===== src/rtl/pe_mc_receiver.sv =====
// Multicast receiver for one PE: filters global-buffer bus beats by tag, buffers them in a
// show-ahead FIFO, frames them into rows of kernel_size and hands them to the PE.
module pe_mc_receiver #(
    parameter int DATA_WIDTH = 16,
    parameter int NUM_COL    = 4,
    parameter int FIFO_DEPTH = 8,
    localparam int IDW       = (NUM_COL > 1) ? $clog2(NUM_COL) : 1
) (
    input  logic                    clk,
    input  logic                    rstn,
    input  logic [DATA_WIDTH-1:0]   ifmap_data_i,
    input  logic [DATA_WIDTH-1:0]   fltr_data_i,
    input  logic [2*DATA_WIDTH-1:0] psum_data_i,
    input  logic [IDW-1:0]          id_i,
    input  logic [IDW-1:0]          tag_i,
    input  logic                    ready_i,
    input  logic                    en_i,
    input  logic [7:0]              kernel_size_i,
    output logic                    bus_ready_o,
    output logic [DATA_WIDTH-1:0]   ifmap_o,
    output logic [DATA_WIDTH-1:0]   fltr_o,
    output logic [2*DATA_WIDTH-1:0] psum_o,
    output logic                    valid_o,
    input  logic                    pe_ready_i,
    output logic                    row_last_o,
    output logic                    row_done_o,
    output logic [15:0]             row_cnt_o,
    output logic                    overflow_o
);

    localparam int AW = $clog2(FIFO_DEPTH);
    localparam int EW = 4 * DATA_WIDTH + 1;

    typedef enum logic {
        S_IDLE = 1'b0,
        S_RECV = 1'b1
    } state_t;

    state_t         r_state;
    state_t         w_state_next;
    logic [7:0]     r_beat_cnt;
    logic [7:0]     w_beat_cnt_next;
    logic [7:0]     r_row_len;
    logic [7:0]     w_row_len_next;
    logic           r_row_done;
    logic           w_row_done_next;
    logic [15:0]    r_row_cnt;
    logic [15:0]    w_row_cnt_next;
    logic           r_overflow;

    logic [EW-1:0]  r_mem [FIFO_DEPTH];
    logic [AW-1:0]  r_wr_ptr;
    logic [AW-1:0]  r_rd_ptr;
    logic [AW:0]    r_count;

    logic           w_full;
    logic           w_empty;
    logic           w_hit;
    logic           w_acc;
    logic           w_pop;
    logic           w_last;
    logic           w_bus_ready;
    logic [EW-1:0]  w_head;

    assign w_full  = (r_count == FIFO_DEPTH[AW:0]);
    assign w_empty = (r_count == '0);

    // Once a row is open its latched length governs it, so a zero kernel only blocks new rows.
    assign w_bus_ready = rstn && !w_full && ((r_state == S_RECV) || (kernel_size_i != 8'd0));
    assign w_hit       = en_i && ready_i && (tag_i == id_i);
    assign w_acc       = w_hit && w_bus_ready;
    assign w_pop       = !w_empty && pe_ready_i;
    assign w_last      = (r_state == S_RECV) ? (r_beat_cnt == r_row_len - 8'd1)
                                             : (kernel_size_i == 8'd1);

    always_ff @(posedge clk) begin
        if (w_acc) begin
            r_mem[r_wr_ptr] <= {ifmap_data_i, fltr_data_i, psum_data_i, w_last};
        end
    end

    always_ff @(posedge clk or negedge rstn) begin
        if (!rstn) begin
            r_wr_ptr <= '0;
            r_rd_ptr <= '0;
            r_count  <= '0;
        end else begin
            if (w_acc) begin
                r_wr_ptr <= r_wr_ptr + 1'b1;
            end
            if (w_pop) begin
                r_rd_ptr <= r_rd_ptr + 1'b1;
            end
            if (w_acc && !w_pop) begin
                r_count <= r_count + 1'b1;
            end else if (!w_acc && w_pop) begin
                r_count <= r_count - 1'b1;
            end
        end
    end

    always_ff @(posedge clk or negedge rstn) begin
        if (!rstn) begin
            r_state    <= S_IDLE;
            r_beat_cnt <= '0;
            r_row_len  <= '0;
            r_row_done <= 1'b0;
            r_row_cnt  <= '0;
            r_overflow <= 1'b0;
        end else begin
            r_state    <= w_state_next;
            r_beat_cnt <= w_beat_cnt_next;
            r_row_len  <= w_row_len_next;
            r_row_done <= w_row_done_next;
            r_row_cnt  <= w_row_cnt_next;
            if (w_hit && !w_bus_ready) begin
                r_overflow <= 1'b1;
            end
        end
    end

    always_comb begin
        w_state_next    = r_state;
        w_beat_cnt_next = r_beat_cnt;
        w_row_len_next  = r_row_len;
        w_row_done_next = 1'b0;
        w_row_cnt_next  = r_row_cnt;
        if (w_acc) begin
            case (r_state)
                S_IDLE: begin
                    if (kernel_size_i == 8'd1) begin
                        w_row_done_next = 1'b1;
                        w_row_cnt_next  = r_row_cnt + 16'd1;
                    end else begin
                        w_row_len_next  = kernel_size_i;
                        w_beat_cnt_next = 8'd1;
                        w_state_next    = S_RECV;
                    end
                end
                S_RECV: begin
                    if (w_last) begin
                        w_row_done_next = 1'b1;
                        w_row_cnt_next  = r_row_cnt + 16'd1;
                        w_beat_cnt_next = '0;
                        w_state_next    = S_IDLE;
                    end else begin
                        w_beat_cnt_next = r_beat_cnt + 8'd1;
                    end
                end
                default: w_state_next = S_IDLE;
            endcase
        end
    end

    // Head fields are forced to zero while empty so stale memory never leaks out.
    assign w_head     = w_empty ? '0 : r_mem[r_rd_ptr];
    assign ifmap_o    = w_head[EW-1 -: DATA_WIDTH];
    assign fltr_o     = w_head[EW-1-DATA_WIDTH -: DATA_WIDTH];
    assign psum_o     = w_head[2*DATA_WIDTH:1];
    assign row_last_o = w_head[0];
    assign valid_o    = !w_empty;

    assign bus_ready_o = w_bus_ready;
    assign row_done_o  = r_row_done;
    assign row_cnt_o   = r_row_cnt;
    assign overflow_o  = r_overflow;

endmodule


===== config.mk =====
export PLATFORM = sky130hd
export DESIGN_NAME = pe_mc_receiver
export DESIGN_NICKNAME = d
export VERILOG_FILES = /design/src/rtl/pe_mc_receiver.sv
export SDC_FILE = /design/constraint.sdc
export NUM_CORES = 1
export LEC_CHECK = 0
export CAP_MARGIN = 15
export CORE_MARGIN = 2
export CORE_UTILIZATION = 55
export CTS_BUF_LIST = sky130_fd_sc_hd__clkbuf_16
export CTS_CLUSTER_DIAMETER = 40
export CTS_CLUSTER_SIZE = 10
export DETAILED_ROUTE_END_ITERATION = 10
export GPL_TIMING_DRIVEN = 0
export PLACE_DENSITY = 0.73
export SLEW_MARGIN = 30
export SYNTH_ARGS = -nofsm -noshare
export SYNTH_HDL_FRONTEND = slang
export SYNTH_SLANG_ARGS = --single-unit

===== constraint.sdc =====
create_clock -name clk -period 25.8 [get_ports clk]
set_input_delay 2.58 -clock clk [delete_from_list [all_inputs] [get_ports clk]]
set_output_delay 2.58 -clock clk [all_outputs]
set_load 0.03 [all_outputs]

After elaboration in Yosys (flattened, before gate mapping)
Memories as Yosys holds them, arrays and structs flattened. Cells that the tools add are included.

Bitwise gates (word level): 2. $mul: 0. Div/mod/pow operators: 0. Multiplexer cells: 19. Shifts and indexed selects: 0. Equal/unequal tests: 7. Reduce and logical (&&, ||, !) cells: 21. $add $sub $neg: 7. $lt $le $gt $ge: 0.

Operators by type and width (number): $mux W65 (1); $mux W16 (2); $pmux W16 S2 (1); $add A16 B1 Y16 const B (1); $mux W8 (2); $pmux W8 S2 (1); $logic_and A1 B1 Y1 (9); $add A8 B1 Y8 const B (1); $eq A8 B1 Y1 const B (1); $eq A8 B8 Y1 (1); $mux W1 (8); $mux W4 (2); $reduce_bool A8 Y1 (1); $sub A8 B1 Y8 const B (1); $add A3 B1 Y3 const B (2); $reduce_and A3 Y1 (2); $logic_not A1 Y1 (5); $add A4 B1 Y4 const B (1); $eq A4 B4 Y1 const B (1); $logic_not A4 Y1 (1); $ne A2 B2 Y1 const B (2); $pmux W1 S2 (2); $sub A4 B1 Y4 const B (1); $eq A2 B2 Y1 (1); other kinds (5) (6).

ROM bits: 0. Memories: 1. Latch bits: 0. Flip-flop bits (word level): 45. RAM bits: 520. Logic and storage cells: 66.

Memory list: r_mem (depth 8, width 65, rd ports 1, clocked after Yosys merged registers in 0, write ports 1, RTL line 51) `logic [EW-1:0] r_mem [FIFO_DEPTH];`.

Longest topological paths before layout
Depth in word-level cells: 9. Mapped depth: 13. Mapped depth without buffers: 13.

Least setup slack after synthesis
OpenSTA, ideal clock, no wires.

Path type: input to register. Start: input port id_i[0]. End: memory r_mem[2][0] (netlist name) (enable). Stages on the path: 6. Library setup time: 672 ps. Data arrival time: 10205 ps. Path slack: 14923 ps. Cell sequence: xnor2_1 > nand4_1 > nor2_1 > o21ai_1 > buf_6 > nor4b_1.

Longest elaborated chain between the ends: 5.

RTL lines: start, declared (RTL line 14) `input logic [IDW-1:0] id_i,`; $eq A2 B2 Y1 (RTL line 70) `assign w_hit = en_i && ready_i && (tag_i == id_i);`; $logic_and A1 B1 Y1 (RTL line 70); $logic_and A1 B1 Y1 (RTL line 71) `assign w_acc = w_hit && w_bus_ready;`; $mux W1 (RTL line 77) `if (w_acc) begin`; $mux W1 (implied by the code) (RTL line 78) `r_mem[r_wr_ptr] <= {ifmap_data_i, fltr_data_i, psum_data_i, w_last};`; end, declared (RTL line 51).

No other way between the ends.

Worst setup path after layout
Start: input port kernel_size_i[5]. End: output port bus_ready_o.

Longest elaborated chain between the ends: 3.

RTL lines: start, declared (RTL line 18) `input logic [7:0] kernel_size_i,`; $reduce_bool A8 Y1 (RTL line 69) `assign w_bus_ready = rstn && !w_full && ((r_state == S_RECV) || (kernel_size_i != 8'd0));`; $logic_or A1 B1 Y1 (RTL line 69); $logic_and A1 B1 Y1 (RTL line 69); end, declared (RTL line 19) `output logic bus_ready_o,`.

No other way between the ends.

==> out/metrics.yaml <==
cts_tree: "built"
status: "complete, no violations"
whs_endpoint: "row_cnt_o[15]"
min_period_ps: 7170
yosys_register_bits: 565
r2r_slack_ps: 21940
drtAntennaViolNets: 0
track_usage: 0.230
cts_made_buffers: 75
clk_pin_slew_worst_paths_ps: 50
overflow: 0
grt_pass1_vias: 11855
synth.largest_area_cell: "edfxtp_1"
io_pins: 166
io_buffer_count: 165
row_count: 73
synthCells: 1072
start_util: 0.559
ys_seq_area_frac: 0.753
postCtsHoldBufs: 0
yosysMostFrequentCell: "edfxtp_1"
clock_skew_ps: 15.4
hold_viol: 0
fin_util: 0.693
routed_wl_um: 46800
ys.flop_type: "edfxtp_1"
vias: 11477
setup_viol: 0
hold_path_class: "flip-flop to flip-flop"
fmax_mhz: 139
min_delay_path_depth: 1
hpwl_um: 31600
reg2reg_from: "r_count[2]"
power_mw: 3.02
hold_start: "row_cnt_o[15]"
peakVddDrop_uv: 96.5
critPathLaunchType: "input port"
ctsResizeCount: 0
clock_latency_ps: 580
tightest_slew_ps: 946
clock_sinks: 565
core_um2: 39800
final_nets: 1500
rsz0062_at_grt: "false"
synth_area_per_cell_um2: 20.8
fill_cells: 2555
yosys_warnings: 0
cts_root_buf: "clkbuf_16"
tns_ps: 0
cp-end-kind: "output pin"
yosysUniqueCellTypes: 56
power_density_nw_per_um2: 109
synth.area.top_cells: "edfxtp_1 (70%), mux4_2 (13%), dfrtp_1 (5.1%)"
final.period_utilization: 0.278
synthArstFlopShare: 0.0796
syn_area_um2: 22200
clk_path_buf_depth: 3
drt-vias-per-instance: 5.79
synth_common_cells: "edfxtp_1 (520), mux4_2 (130), nor2_1 (75)"
antenna_found_initial: 4
cts_setup_buffers: 0
dp_cells: 1858
cap_violations: 0
leakage_nw: 9.64
r2r-end: "r_mem[6][38]"
synth_edf_count: 520
hold_slack_ps: 475
placed_cell_area_um2: 25300
place_ws_ps: 18630
crit_required_ps: 23220
r2r_cells: 11
setup_slack_ps: 18630
syn_nets: 1162
yosysTopAreaCellShare: 0.702
die_area_um2: 42100
die_height_um: 205
routabilityCongestion: 0.753
drive_gt1_frac: 0.263
die_x_um: 205
stdcell_count: 1981
syn2layout_area_growth_pct: 24.1
maxSlewHeadroom: 0.369
drc: 0
grt_pass1_wl_um: 70900
critPathKind: "input port to output pin"
htreeDepth: 3
path_max_fanout: 5
first_iter_violations: 985
crit_arrival_ps: 4590
grt_max_degree: 47
dr.pass1.iters: 5
wl_per_cell_um: 23.6
post-route-cell-area_um2: 27600
drv_slew: 0
-- where the power goes --
group,internal [mW],switching [mW]
sequential,1.03,0.0278
combinational,0.458,0.568
clock,0.577,0.361
total,2.06,0.956
-- layout by cell type (no fill, tap or decap), types with 7 or more instances in the layout --
master	n
clkbuf_2	12
clkbuf_1	23
inv_1	26
buf_2	43
buf_6	10
edfxtp_1	520
mux4_2	130
mux2_2	9
clkbuf_16	77
clkdlybuf4s50_1	164
clkinv_2	7
nor2_1	74
dfrtp_1	45
xor2_1	13
xnor2_1	21
buf_4	44
nand2_1	27
mux2i_1	65
nand3_1	10
ha_1	8
buf_1	13
-- how the worst max path moves through the flow --
stage,from,end,slack (ps),cells after the start
final,kernel_size_i[5],bus_ready_o,18630,6
after detailed placement,kernel_size_i[5],bus_ready_o,18630,6
after CTS,kernel_size_i[5],bus_ready_o,18630,6
after floorplan,id_i[0],r_mem[2][0],14920,6
after global placement,rstn,r_mem[2][37],5630,6
after global routing,kernel_size_i[5],bus_ready_o,18510,6
-- per-layer routing --
metal / wire [um] / GRT usage / vias up
li1: - / - / 5049
met1: 19700 / 0.320 / 5969
met2: 23300 / 0.375 / 377
met3: 2910 / 0.0465 / 78
met4: 892 / 0.0655 / 4
met5: 26 / 0 / -
-- state kept, by name, summed over array words and instances (netlist names) --
signal	flops
row_done_o	1
r_state	1
r_beat_cnt	8
overflow_o	1
r_count	4
r_row_len	8
r_rd_ptr	3
r_wr_ptr	3
row_cnt_o	16
r_mem	520
-- final cells by class --
cell class | instances | area (um2) | area share
antenna | 4 | 10.0 | 0.000363
buffer | 52 | 234 | 0.00848
clock buffer | 77 | 1930 | 0.0698
clock inverter | 42 | 338 | 0.0122
inverter | 14 | 52.6 | 0.00190
multi-input combinational | 441 | 5280 | 0.191
sequential | 565 | 16700 | 0.607
tap | 525 | 657 | 0.0238
timing repair buffer | 261 | 2360 | 0.0855
-- logic make-up (layout without fill, tap and decap cells) --
family	Yosys count	in the layout	share of synthesized area
AND/OR/NAND/NOR	159	159	0.0377
AO/OA/AOI/OAI	33	33	0.0121
XOR/XNOR	35	35	0.0141
other	0	4	0
buffers and inverters	66	446	0.0122
adder cells (fa/ha/maj)	9	9	0.00540
flip-flops	565	565	0.753
multiplexers	205	205	0.166
-- critical path, stage by stage --
cell and delay (ps):
clkdlybuf4s50_1 420, nor4_1 460, nand3b_1 250, nor2_1 150, nor2_1 60, clkdlybuf4s50_1 660
Power figures use the tool's default switching activity.
